## src/rtl/pes_elevator_call_dispatcher.sv

```systemverilog
// SCAN-policy call dispatcher feeding pes_elevator: latches call buttons,
// issues one one-hot target at a time, dwells after each serve or timeout.
module pes_elevator_call_dispatcher #(
    parameter int unsigned N_FLOORS       = 8,
    parameter int unsigned DWELL_CYCLES   = 4,
    parameter int unsigned TIMEOUT_CYCLES = 64
) (
    input  logic                clk,
    input  logic                reset,
    input  logic [N_FLOORS-1:0] call_buttons,
    input  logic [N_FLOORS-1:0] cur_floor,
    input  logic                complete,
    input  logic                door_alert,
    input  logic                weight_alert,
    output logic [N_FLOORS-1:0] request_floor,
    output logic                req_valid,
    output logic [N_FLOORS-1:0] pending,
    output logic                sweep_up,
    output logic                busy,
    output logic                fault
);

    localparam int unsigned IW  = (N_FLOORS > 1) ? $clog2(N_FLOORS) : 1;
    localparam int unsigned TCW = $clog2(TIMEOUT_CYCLES) + 1;
    localparam int unsigned DCW = $clog2(DWELL_CYCLES) + 1;
    localparam logic [TCW-1:0] T_LAST = TCW'(TIMEOUT_CYCLES - 1);
    localparam logic [DCW-1:0] D_LOAD = DCW'(DWELL_CYCLES);
    localparam logic [N_FLOORS-1:0] ONE = {{(N_FLOORS-1){1'b0}}, 1'b1};

    typedef enum logic [1:0] {
        IDLE,
        WAIT,
        DWELL
    } state_t;

    state_t              state;
    logic                complete_q;
    logic [TCW-1:0]      tcnt;
    logic [DCW-1:0]      dcnt;

    logic                cedge;
    logic                timeout_hit;
    logic                cur_valid;
    logic [IW-1:0]       cur_idx;
    logic [IW-1:0]       ge_idx;
    logic [IW-1:0]       gt_idx;
    logic [IW-1:0]       lt_idx;
    logic [IW-1:0]       le_idx;
    logic                ge_found;
    logic                le_found;
    logic [IW-1:0]       pick_idx;
    logic                pick_flip;
    logic [N_FLOORS-1:0] clr;

    assign cedge       = complete & ~complete_q;
    assign timeout_hit = (tcnt == T_LAST);
    assign cur_valid   = (cur_floor != '0) &&
                         ((cur_floor & (cur_floor - ONE)) == '0);
    assign clr         = ((state == WAIT) && (cedge || timeout_hit)) ? request_floor : '0;

    always_comb begin
        cur_idx  = '0;
        ge_idx   = '0;
        gt_idx   = '0;
        lt_idx   = '0;
        le_idx   = '0;
        ge_found = 1'b0;
        le_found = 1'b0;
        for (int unsigned i = 0; i < N_FLOORS; i++) begin
            if (cur_floor[i]) cur_idx = IW'(i);
        end
        // Bottom-up walk: last hit is the highest floor at/below the car.
        for (int unsigned i = 0; i < N_FLOORS; i++) begin
            if (pending[i]) begin
                if (IW'(i) < cur_idx) lt_idx = IW'(i);
                if (IW'(i) <= cur_idx) begin
                    le_idx   = IW'(i);
                    le_found = 1'b1;
                end
            end
        end
        // Top-down walk: last hit is the lowest floor at/above the car.
        for (int unsigned i = 0; i < N_FLOORS; i++) begin
            if (pending[N_FLOORS-1-i]) begin
                if (IW'(N_FLOORS-1-i) > cur_idx) gt_idx = IW'(N_FLOORS-1-i);
                if (IW'(N_FLOORS-1-i) >= cur_idx) begin
                    ge_idx   = IW'(N_FLOORS-1-i);
                    ge_found = 1'b1;
                end
            end
        end
        pick_idx  = '0;
        pick_flip = 1'b0;
        if (sweep_up) begin
            if (ge_found) begin
                pick_idx = ge_idx;
            end else begin
                pick_idx  = lt_idx;
                pick_flip = 1'b1;
            end
        end else begin
            if (le_found) begin
                pick_idx = le_idx;
            end else begin
                pick_idx  = gt_idx;
                pick_flip = 1'b1;
            end
        end
    end

    always_ff @(posedge clk) begin
        if (reset) begin
            state         <= IDLE;
            request_floor <= '0;
            req_valid     <= 1'b0;
            pending       <= '0;
            sweep_up      <= 1'b1;
            busy          <= 1'b0;
            fault         <= 1'b0;
            complete_q    <= 1'b0;
            tcnt          <= '0;
            dcnt          <= '0;
        end else begin
            complete_q <= complete;
            pending    <= (pending & ~clr) | call_buttons;
            fault      <= 1'b0;
            case (state)
                IDLE: begin
                    if ((pending != '0) && cur_valid) begin
                        request_floor <= ONE << pick_idx;
                        req_valid     <= 1'b1;
                        busy          <= 1'b1;
                        tcnt          <= '0;
                        state         <= WAIT;
                        if (pick_flip) sweep_up <= ~sweep_up;
                    end
                end
                WAIT: begin
                    if (cedge) begin
                        request_floor <= '0;
                        req_valid     <= 1'b0;
                        dcnt          <= D_LOAD;
                        state         <= DWELL;
                    end else if (timeout_hit) begin
                        fault         <= 1'b1;
                        request_floor <= '0;
                        req_valid     <= 1'b0;
                        dcnt          <= D_LOAD;
                        state         <= DWELL;
                    end else begin
                        tcnt <= tcnt + TCW'(1);
                    end
                end
                DWELL: begin
                    if (!(door_alert || weight_alert)) begin
                        if (dcnt <= DCW'(1)) begin
                            dcnt  <= '0;
                            busy  <= 1'b0;
                            state <= IDLE;
                        end else begin
                            dcnt <= dcnt - DCW'(1);
                        end
                    end
                end
                default: begin
                    state <= IDLE;
                    busy  <= 1'b0;
                end
            endcase
        end
    end

endmodule

```

## config.mk

```make
export PLATFORM = sky130hd
export DESIGN_NAME = pes_elevator_call_dispatcher
export DESIGN_NICKNAME = d
export VERILOG_FILES = /design/src/rtl/pes_elevator_call_dispatcher.sv
export SDC_FILE = /design/constraint.sdc
export NUM_CORES = 1
export LEC_CHECK = 0
export CORE_ASPECT_RATIO = 1.4
export CORE_MARGIN = 8
export CORE_UTILIZATION = 52
export DETAILED_ROUTE_END_ITERATION = 8
export GPL_TIMING_DRIVEN = 0
export PLACE_DENSITY = 0.85
export SYNTH_ARGS = -nofsm -noshare
export SYNTH_HDL_FRONTEND = slang
export SYNTH_SLANG_ARGS = --single-unit
```

## constraint.sdc

```tcl
create_clock -name clk -period 3.54 [get_ports clk]
set_clock_uncertainty 0.2 [all_clocks]
set_input_delay 0.708 -clock clk [delete_from_list [all_inputs] [get_ports clk]]
set_output_delay 0.708 -clock clk [all_outputs]
set_load 0.005 [all_outputs]
```

# Word level (Yosys, flattened, before mapping)
# Cells that the tools add are included.
[word_totals]
output_inout_bits = 20
ramBits = 0
elab_cells = 214
ff_bits = 33
rom_bits = 0
mem_count = 0
in_bits = 21
latch_bits = 0
[classes]
n_div = 0
muxes = 133
n_reduce_logical = 18
n_eq_ne = 9
bitwise = 8
multipliers = 0
add_sub_neg = 3
shift = 1
magnitude_cmp = 32
[op_table]
columns = ["cell", "count"]
rows = [
  ["2-to-1 mux 3 bit", 69],
  ["2-to-1 mux 1 bit", 46],
  ["2-to-1 mux 8 bit", 4],
  ["2-to-1 mux 7 bit", 3],
  ["bitwise AND 8 bit", 2],
  ["case mux 8 bit (2 select lines)", 1],
  ["nonzero test 8 bit", 2],
  ["case mux 7 bit (2 select lines)", 1],
  [">= comparator 3 bit (first input constant)", 4],
  ["greater-than comparator 3 bit (first input constant)", 4],
  ["less-or-equal comparator 3 bit (first input constant)", 4],
  ["less-than comparator 3 bit (first input constant)", 4],
  ["AND reduction 4 bit", 3],
  ["2-to-1 mux 2 bit", 5],
  ["!= test 2 bit (second input constant)", 5],
  ["AND reduction 3 bit", 3],
  ["logical NOT 8 bit", 1],
  ["NOT 8 bit", 1],
  ["OR 8 bit", 1],
  ["<< shifter 1 x 3 -> 8 bit (first input constant)", 1],
  ["subtractor 8 x 1 -> 8 bit (second input constant)", 1],
  ["adder 7 x 1 -> 7 bit (second input constant)", 1],
  ["== test 7 x 6 -> 1 bit (second input constant)", 1],
  [">= comparator 1 x 3 -> 1 bit (first input constant)", 2],
  ["23 further kinds", 35],
]

# Logic depth before layout (Yosys ltp)
# Gate-level depths: netlist (run 1).
[logic_depth]
depth_word = 29
mapped_depth = 9
mapped_depth_nobuf = 7

# Least setup slack after synthesis (run 1)
# Ideal clock, no wire load.
[synth_path]
kind = "input port to flip-flop"
startpoint = "input port cur_floor[4]"
endpoint = "register request_floor[0]"
setup_ps = 117
path_stages = 9
t_required_ps = 3223
setup_slack_ps = 661
arrival_time_ps = 2562
path_buffers = 2
cell_sequence = "buf_4 or4_4 buf_6 o21ai_2 a21oi_1 or4_4 nand3_2 a22o_2 o21ai_1"
[synth_between]
elab_chain_cells = 26
word_cells_on_any_way = 141
cone_classes = "add/sub: 1; order compare: 31; eq/ne: 1; shift: 1; mux: 101; bitwise: 1; reduce/logical: 5"
[synth_lines]
columns = ["element", "line", "source"]
rows = [
  ["from (decl)", "11", "input logic [N_FLOORS-1:0] cur_floor,"],
  ["2-to-1 mux 3 bit (4 in a row)", "70", "if (cur_floor[i]) cur_idx = IW'(i);"],
  ["greater-than comparator 3 bit, or another cell as far along", "85", "if (IW'(N_FLOORS-1-i) > cur_idx) gt_idx = IW'(N_FLOORS-1-i);"],
  ["2-to-1 mux 3 bit, or another cell as far along", "85", ""],
  ["2-to-1 mux 3 bit, or another cell as far along", "84", "if (pending[N_FLOORS-1-i]) begin"],
  ["2-to-1 mux 3 bit, or another cell as far along", "85", ""],
  ["2-to-1 mux 3 bit, or another cell as far along", "84", ""],
  ["2-to-1 mux 3 bit, or another cell as far along", "85", ""],
  ["2-to-1 mux 3 bit, or another cell as far along", "84", ""],
  ["[7 not listed]", "--", ""],
  ["2-to-1 mux 3 bit, or another cell as far along", "84", ""],
  ["2-to-1 mux 3 bit, or another cell as far along", "85", ""],
  ["2-to-1 mux 3 bit, or another cell as far along", "84", ""],
  ["2-to-1 mux 3 bit, on equally long branches", "102, 95", ""],
  ["2-to-1 mux 3 bit", "94", "if (sweep_up) begin"],
  ["<< shifter 1 x 3 -> 8 bit", "130", "request_floor <= ONE << pick_idx;"],
  ["2-to-1 mux 8 bit", "129", "if ((pending != '0) && cur_valid) begin"],
  ["case mux 8 bit (2 select lines)", "127", "case (state)"],
  ["to (signal assigned)", "130", ""],
  ["to (decl)", "15", "output logic [N_FLOORS-1:0] request_floor,"],
]
# Several ways; a longest one is shown, not always the timed one. The select of a mux whose other input is x is not followed.
# A chain may end at the register's enable or synchronous reset.

# Worst setup path in the final report (run 1)
[layout_path]
startpoint = "input port cur_floor[7]"
endpoint = "register request_floor[7]"
[layout_between]
elab_chain_cells = 23
word_cells_on_any_way = 138
cone_classes = "add/sub: 1; order compare: 31; eq/ne: 1; shift: 1; mux: 98; bitwise: 1; reduce/logical: 5"
[layout_lines]
columns = ["element", "line"]
rows = [
  ["2-to-1 mux 3 bit", "70"],
  ["greater-than comparator 3 bit, or another cell as far along", "85"],
  ["2-to-1 mux 3 bit, or another cell as far along", "85"],
  ["2-to-1 mux 3 bit, or another cell as far along", "84"],
  ["2-to-1 mux 3 bit, or another cell as far along", "85"],
  ["2-to-1 mux 3 bit, or another cell as far along", "84"],
  ["2-to-1 mux 3 bit, or another cell as far along", "85"],
  ["2-to-1 mux 3 bit, or another cell as far along", "84"],
  ["[7 not listed]", "--"],
  ["2-to-1 mux 3 bit, or another cell as far along", "84"],
  ["2-to-1 mux 3 bit, or another cell as far along", "85"],
  ["2-to-1 mux 3 bit, or another cell as far along", "84"],
  ["2-to-1 mux 3 bit, on equally long branches", "102, 95"],
  ["2-to-1 mux 3 bit", "94"],
  ["<< shifter 1 x 3 -> 8 bit", "130"],
  ["2-to-1 mux 8 bit", "129"],
  ["case mux 8 bit (2 select lines)", "127"],
]
# Several ways; a longest one is shown, not always the timed one. The select of a mux whose other input is x is not followed.

==> impl_metrics.csv, run 1 <==
group,metric,value,unit
sta,fmax,304,MHz
detailed_routing,routed_wl,5.96,mm
sta,hold_violations,0,
global_routing,grt_max_degree,11,
clocking,cts_setup_buffers,0,
sta,maxSlewViolCount,0,
yosys,ys_seq_elements,33,
layout,nNetsFinal,345,
worst_setup_path,arrival,3.31,ns
pwr,p_leak,0.929,nW
yosys,synth_nets,301,
yosys,syn_inst,277,
clocking,path_clk_slew,0.06,ns
die,die_height,91.0,um
worst_setup_path,end_kind,"register",
yosys,synth_area_per_cell,7.54,um^2
die,coreArea,3880,um^2
detailed_routing,drtAntennaViolNets,0,
clocking,cts_resized,0,
sta,timing.final.crit_share,0.930,
sta,fin_ws,0.247,ns
global_routing,gr-total-overflow,0,
worst_hold_path,hold_class,"reg2reg",
global_routing,antenna_found_initial,0,
die,dieArea,6330,um^2
yosys,async_flop_share,0,
detailed_routing,top_layer,"met4",
job,maxCapViolCount,0,
detailed_routing,met3_length,381,um
worst_setup_path,worstPathMaxFanout,10,
die,std_cell_rows,27,
layout,diodes,0,
placed_design,dp_cells,357,
run_status,status,"completed",
yosys,ys_seq_area_frac,0.316,
pwr,p_per_area,329,nW/um^2
worst_setup_path,required,3.56,ns
detailed_routing,firstDrtPassIters,4,
die,num_io_pins,41,
placed_design,port_buffers,37,
sta,fin_setup_tns,0,ns
sta,relSlewSlack,0.448,
detailed_routing,post_drt_wl_per_cell,16.3,um
clocking,holdBufCountCts,0,
yosys,synth_edf_count,0,
detailed_routing,vias,2210,
clocking,cts.sinks,33,
sta,period_needed,3.29,ns
pwr,ir_drop,0.388,mV
global_routing,grt_usage,0.189,
global_routing,grt_pass1_vias,2185,
die,die_w,69.6,um
detailed_routing,wl_met2,3.02,mm
clocking,numCtsBuffers,5,
sta,setup_viol,0,
placed_design,pre_cts_ws,-0.0108,ns
placed_design,gp_congestion,0.940,
layout,syn_to_final_growth,25.4,%
layout,drive_gt1_frac,0.0901,
clocking,cts_tree,"done",
yosys,ys_warn_count,0,
die,start_util,0.538,
clocking,clockBufferDepth,2,
detailed_routing,drt_iter0_markers,183,
yosys,synth_flop_cell,"dfxtp_1",
sta,rsz0062_at_grt,"no",
yosys,netlist_area,2090,um^2
layout,fin_util,0.674,
detailed_routing,vias_per_cell,6.05,
clocking,clk_latency,0.28,ns
yosys,synth_cell_type_count,62,
detailed_routing,met1_length,2.37,mm
clocking,root_buffer,"clkbuf_8",
placed_design,dp_hpwl,4.63,mm
clocking,cts_max_level,2,
global_routing,grt_pass1_wl,10.2,mm
worst_setup_path,path_class,"in2reg",
worst_setup_path,start_kind,"input pin",
pwr,p_total,862,uW
layout,fillCellCount,334,
layout,fin_cells,365,
detailed_routing,drc,0,
sta,tightestPinTransition,0.807,ns
-- kinds of logic after synthesis --
group                    Yosys count  synth area share
AO/OA/AOI/OAI                     89             0.288
XOR/XNOR                           3            0.0126
adder cells (fa/ha/maj)            4            0.0228
buffers and inverters             27            0.0587
flip-flops                        33             0.316
AND/OR/NAND/NOR                  121             0.301
-- cell usage in the layout (no fill, tap or decap), types with 6 or more instances in the layout --
cell             synthesis  layout
nand2b_1                 6       6
nand2_1                 35      35
dfxtp_1                 33      33
inv_1                   13      13
a21oi_1                 26      26
o21ai_0                 12      12
clkbuf_1                 9       9
clkdlybuf4s50_1          0      37
nor2_1                  32      32
o21ai_1                  8       8
clkbuf_8                 0       7
-- final cells by class --
| cell class | instances | area, um^2 | area share |
|---|---|---|---|
| flip-flops and latches | 33 | 661 | 0.252 |
| repair buffers | 37 | 370 | 0.141 |
| clock buffers | 7 | 96.3 | 0.0368 |
| plain buffers | 14 | 73.8 | 0.0282 |
| multi-input cells | 217 | 1310 | 0.500 |
| well taps | 43 | 53.8 | 0.0205 |
| clock inverters | 1 | 5.00 | 0.00191 |
| inverters | 13 | 48.8 | 0.0186 |
-- worst max-delay path, cell delays in order --
cell and delay, ns:
clkdlybuf4s50_1 0.48, clkbuf_1 0.24, nor4_2 0.64, o211ai_1 0.31, o21ai_0 0.23, a211oi_1 0.16, a21boi_0 0.27, nand2_1 0.14
o21ai_1 0.12
-- power by group --
| part | total, mW | switching, mW | internal, mW | leakage [nW] |
|---|---|---|---|---|
| clock | 0.311 | 0.135 | 0.176 | 0.0542 |
| sequential | 0.391 | 0.0115 | 0.380 | 0.269 |
| combinational | 0.160 | 0.0856 | 0.0741 | 0.606 |
| total | 0.862 | 0.232 | 0.629 | 0.929 |
-- per-layer routing --
layer  global-route usage  up-vias
met5                    0        -
met4                0.108        0
met3               0.0468       20
met2                0.323       90
met1                0.206     1010
li1                     -     1090
-- sequential cells by signal, summed over array words and instances (netlist names) --
name	count
pending	8
state	2
request_floor	8
sweep_up	1
complete_q	1
dcnt	3
tcnt	7
fault	1
busy	1
req_valid	1
-- metrics by stage --
stage                     area [um^2]  hold WS, ns
after detailed placement         2510        0.259
after global placement           2510        0.247
after CTS                        2610        0.268
after floorplan                  2090        0.223
after global routing             2620        0.292
final                            2620        0.265
-- path summary, 6_finish.rpt --
path / startpoint / end / slack [ns] / cells past startpoint
min: request_floor[2] / request_floor[2] / 0.27 / 2
min reg2reg: request_floor[2] / request_floor[2] / 0.27 / 2
max reg2reg: pending[5] / sweep_up / 0.87 / 7
max: cur_floor[7] / request_floor[7] / 0.25 / 9
-- Yosys cell counts (2+ instances only) --
master	instances	area [um^2]
nand2_1	35	131
dfxtp_1	33	661
nor2_1	32	120
a21oi_1	26	130
inv_1	13	48.8
o21ai_0	12	60.1
clkbuf_1	9	33.8
o21ai_1	8	40.0
nand2b_1	6	37.5
nor2b_1	5	31.3
nor3_1	5	25.0
or3_1	5	31.3
a22o_1	4	35.0
and2_1	4	25.0
nor4_1	4	25.0
a21boi_0	3	22.5
a21o_1	3	22.5
a41oi_1	3	26.3
ha_1	3	37.5
nand3_1	3	15.0
nand3b_1	3	22.5
nand4b_1	3	26.3
or4_4	3	33.8
a2111oi_0	2	17.5
a211oi_1	2	15.0
and3_1	2	12.5
buf_2	2	10.0
buf_6	2	22.5
nor3_2	2	20.0
o211ai_1	2	15.0
o22ai_1	2	12.5
o31ai_1	2	15.0
o32ai_1	2	17.5
or2_2	2	12.5
or4_1	2	15.0
xnor2_1	2	17.5
(Power assumes the default switching activity.)
==> run 2: changes to the inputs <==
CORE_UTILIZATION = 45   (was 52)
PLACE_DENSITY = 0.76   (was 0.85)
==> run 2 against run 1 <==
Core utilization is 8.4 points lower. Register-to-register slack barely moved. Setup slack got worse by 0.0043 ns. Power up 6.6%. Wire length up 7.4%. Non-clock buffer count did not move. First-iteration DRC count grew 9.8%. Critical path depth stayed put.
==> impl_metrics.csv, run 2 (same netlist as run 1, synthesis figures left out) <==
group,metric,value,unit
detailed_routing,drt_iter0_markers,201,
clocking,cts.sinks,33,
detailed_routing,vias_per_cell,5.81,
clocking,clockBufferDepth,2,
placed_design,gp_congestion,0.936,
die,num_io_pins,41,
sta,maxSlewViolCount,0,
clocking,cts_tree,"done",
sta,fin_setup_tns,0,ns
worst_setup_path,arrival,3.33,ns
die,std_cell_rows,29,
detailed_routing,routed_wl,6.40,mm
pwr,ir_drop,0.264,mV
global_routing,grt_pass1_vias,2192,
sta,tightestPinTransition,0.896,ns
clocking,numCtsBuffers,5,
worst_setup_path,ff2ff_path_depth,7,
worst_hold_path,hold_class,"reg2reg",
layout,drive_gt1_frac,0.0901,
worst_setup_path,end_kind,"register",
layout,nNetsFinal,345,
detailed_routing,drc,0,
pwr,p_total,919,uW
layout,layout_common_cells,"37 x clkdlybuf4s50_1, 35 x nand2_1, 33 x dfxtp_1",
sta,hold_violations,0,
sta,setup_viol,0,
die,start_util,0.464,
worst_setup_path,start_kind,"input pin",
detailed_routing,vias,2232,
global_routing,antenna_found_initial,0,
pwr,p_leak,0.929,nW
detailed_routing,drtAntennaViolNets,0,
sta,period_needed,3.30,ns
clocking,root_buffer,"clkbuf_8",
placed_design,pre_cts_ws,-0.109,ns
job,maxCapViolCount,0,
clocking,path_clk_slew,0.07,ns
die,coreArea,4500,um^2
sta,hold_slack,0.265,ns
pwr,p_per_area,346,nW/um^2
sta,fin_ws,0.243,ns
clocking,clk_latency,0.30,ns
placed_design,dp_hpwl,4.88,mm
global_routing,gr-total-overflow,0,
worst_hold_path,hold_depth,2,
clocking,holdBufCountCts,0,
global_routing,grt_max_degree,13,
layout,final_common_cell,"clkdlybuf4s50_1",
die,die_w,73.6,um
sta,rsz0062_at_grt,"no",
layout,largestRegisters,"pending: 8 flops, request_floor: 8 flops, tcnt: 7 flops",
clocking,cts_max_level,2,
placed_design,port_buffers,37,
worst_setup_path,path_class,"in2reg",
global_routing,grt_pass1_wl,10.6,mm
detailed_routing,firstDrtPassIters,4,
worst_setup_path,required,3.57,ns
layout,syn_to_final_growth,27.2,%
global_routing,grt_usage,0.184,
detailed_routing,post_drt_wl_per_cell,16.7,um
die,dieArea,7110,um^2
worst_setup_path,worstPathMaxFanout,10,
sta,relSlewSlack,0.387,
sta,fmax,303,MHz
die,die_height,96.6,um
layout,diodes,0,
sta,timing.final.crit_share,0.931,
run_status,status,"completed",
run 2: cell types whose count changed in the layout (fill, tap and decap cells not counted):
cell        previous run  this run
clkinvlp_4             0         1
clkinv_2               1         0
bufinv_16              0         1
clkbuf_8               7         5
clkinv_4               0         1
run 2: stage by stage:
stage	util	cell area, um^2	std cells
after floorplan	-	2090	277
after global placement	0.564	2540	376
after detailed placement	0.564	2540	376
after CTS	0.589	2650	384
after global routing	0.590	2660	384
final	0.590	2660	384
run 2: what timing repair did:
item | CTS | global route
endpoints found under the setup margin | 0 | 4
buffers inserted | 0 | 0
gates resized for setup | 0 | 1
run 2: power by group:
part	leakage (nW)	total (mW)	switching, mW	internal [mW]
sequential	0.269	0.392	0.0126	0.379
clock	0.0543	0.364	0.154	0.211
combinational	0.606	0.162	0.0882	0.0741
total	0.929	0.919	0.254	0.664
run 2: final timing paths:
kind                                    from  slack [ns]               end
worst max-delay path            cur_floor[7]        0.24  request_floor[6]
worst min-delay path                 dcnt[1]        0.26           dcnt[1]
worst min register to register       dcnt[1]        0.26           dcnt[1]
worst max register to register    pending[1]        0.87          sweep_up
run 2: critical path: stages:
cell             delay [ns]
clkdlybuf4s50_1        0.48
clkbuf_1               0.26
nor4_2                 0.65
nand2_1                0.18
a32o_1                 0.30
a2bb2oi_1              0.15
o32ai_1                0.13
a22o_2                 0.33
o21ai_1                0.14
run 2: per-layer routing:
layer,vias to the layer above,share of wire,global-route usage
met3,21,0.055,0.0424
met4,0,0.037,0.100
met5,-,0,0
li1,1103,-,-
met2,79,0.50,0.310
met1,1029,0.40,0.203
run 2: area by class of cell:
cell class | count | area [um^2]
Fill cell | 456 | 1840
Multi-Input combinational cell | 217 | 1310
Sequential cell | 33 | 661
Timing Repair Buffer | 37 | 370
Tap cell | 62 | 77.6
Buffer | 14 | 73.8
Clock buffer | 5 | 68.8
Inverter | 13 | 48.8
Clock inverter | 3 | 46.3
==> run 3: changes to the inputs <==
TNS_END_PERCENT = 100   (was not set)
==> results of run 3 <==
No change in the layout: final DEF, timing and power equal those of run 2.
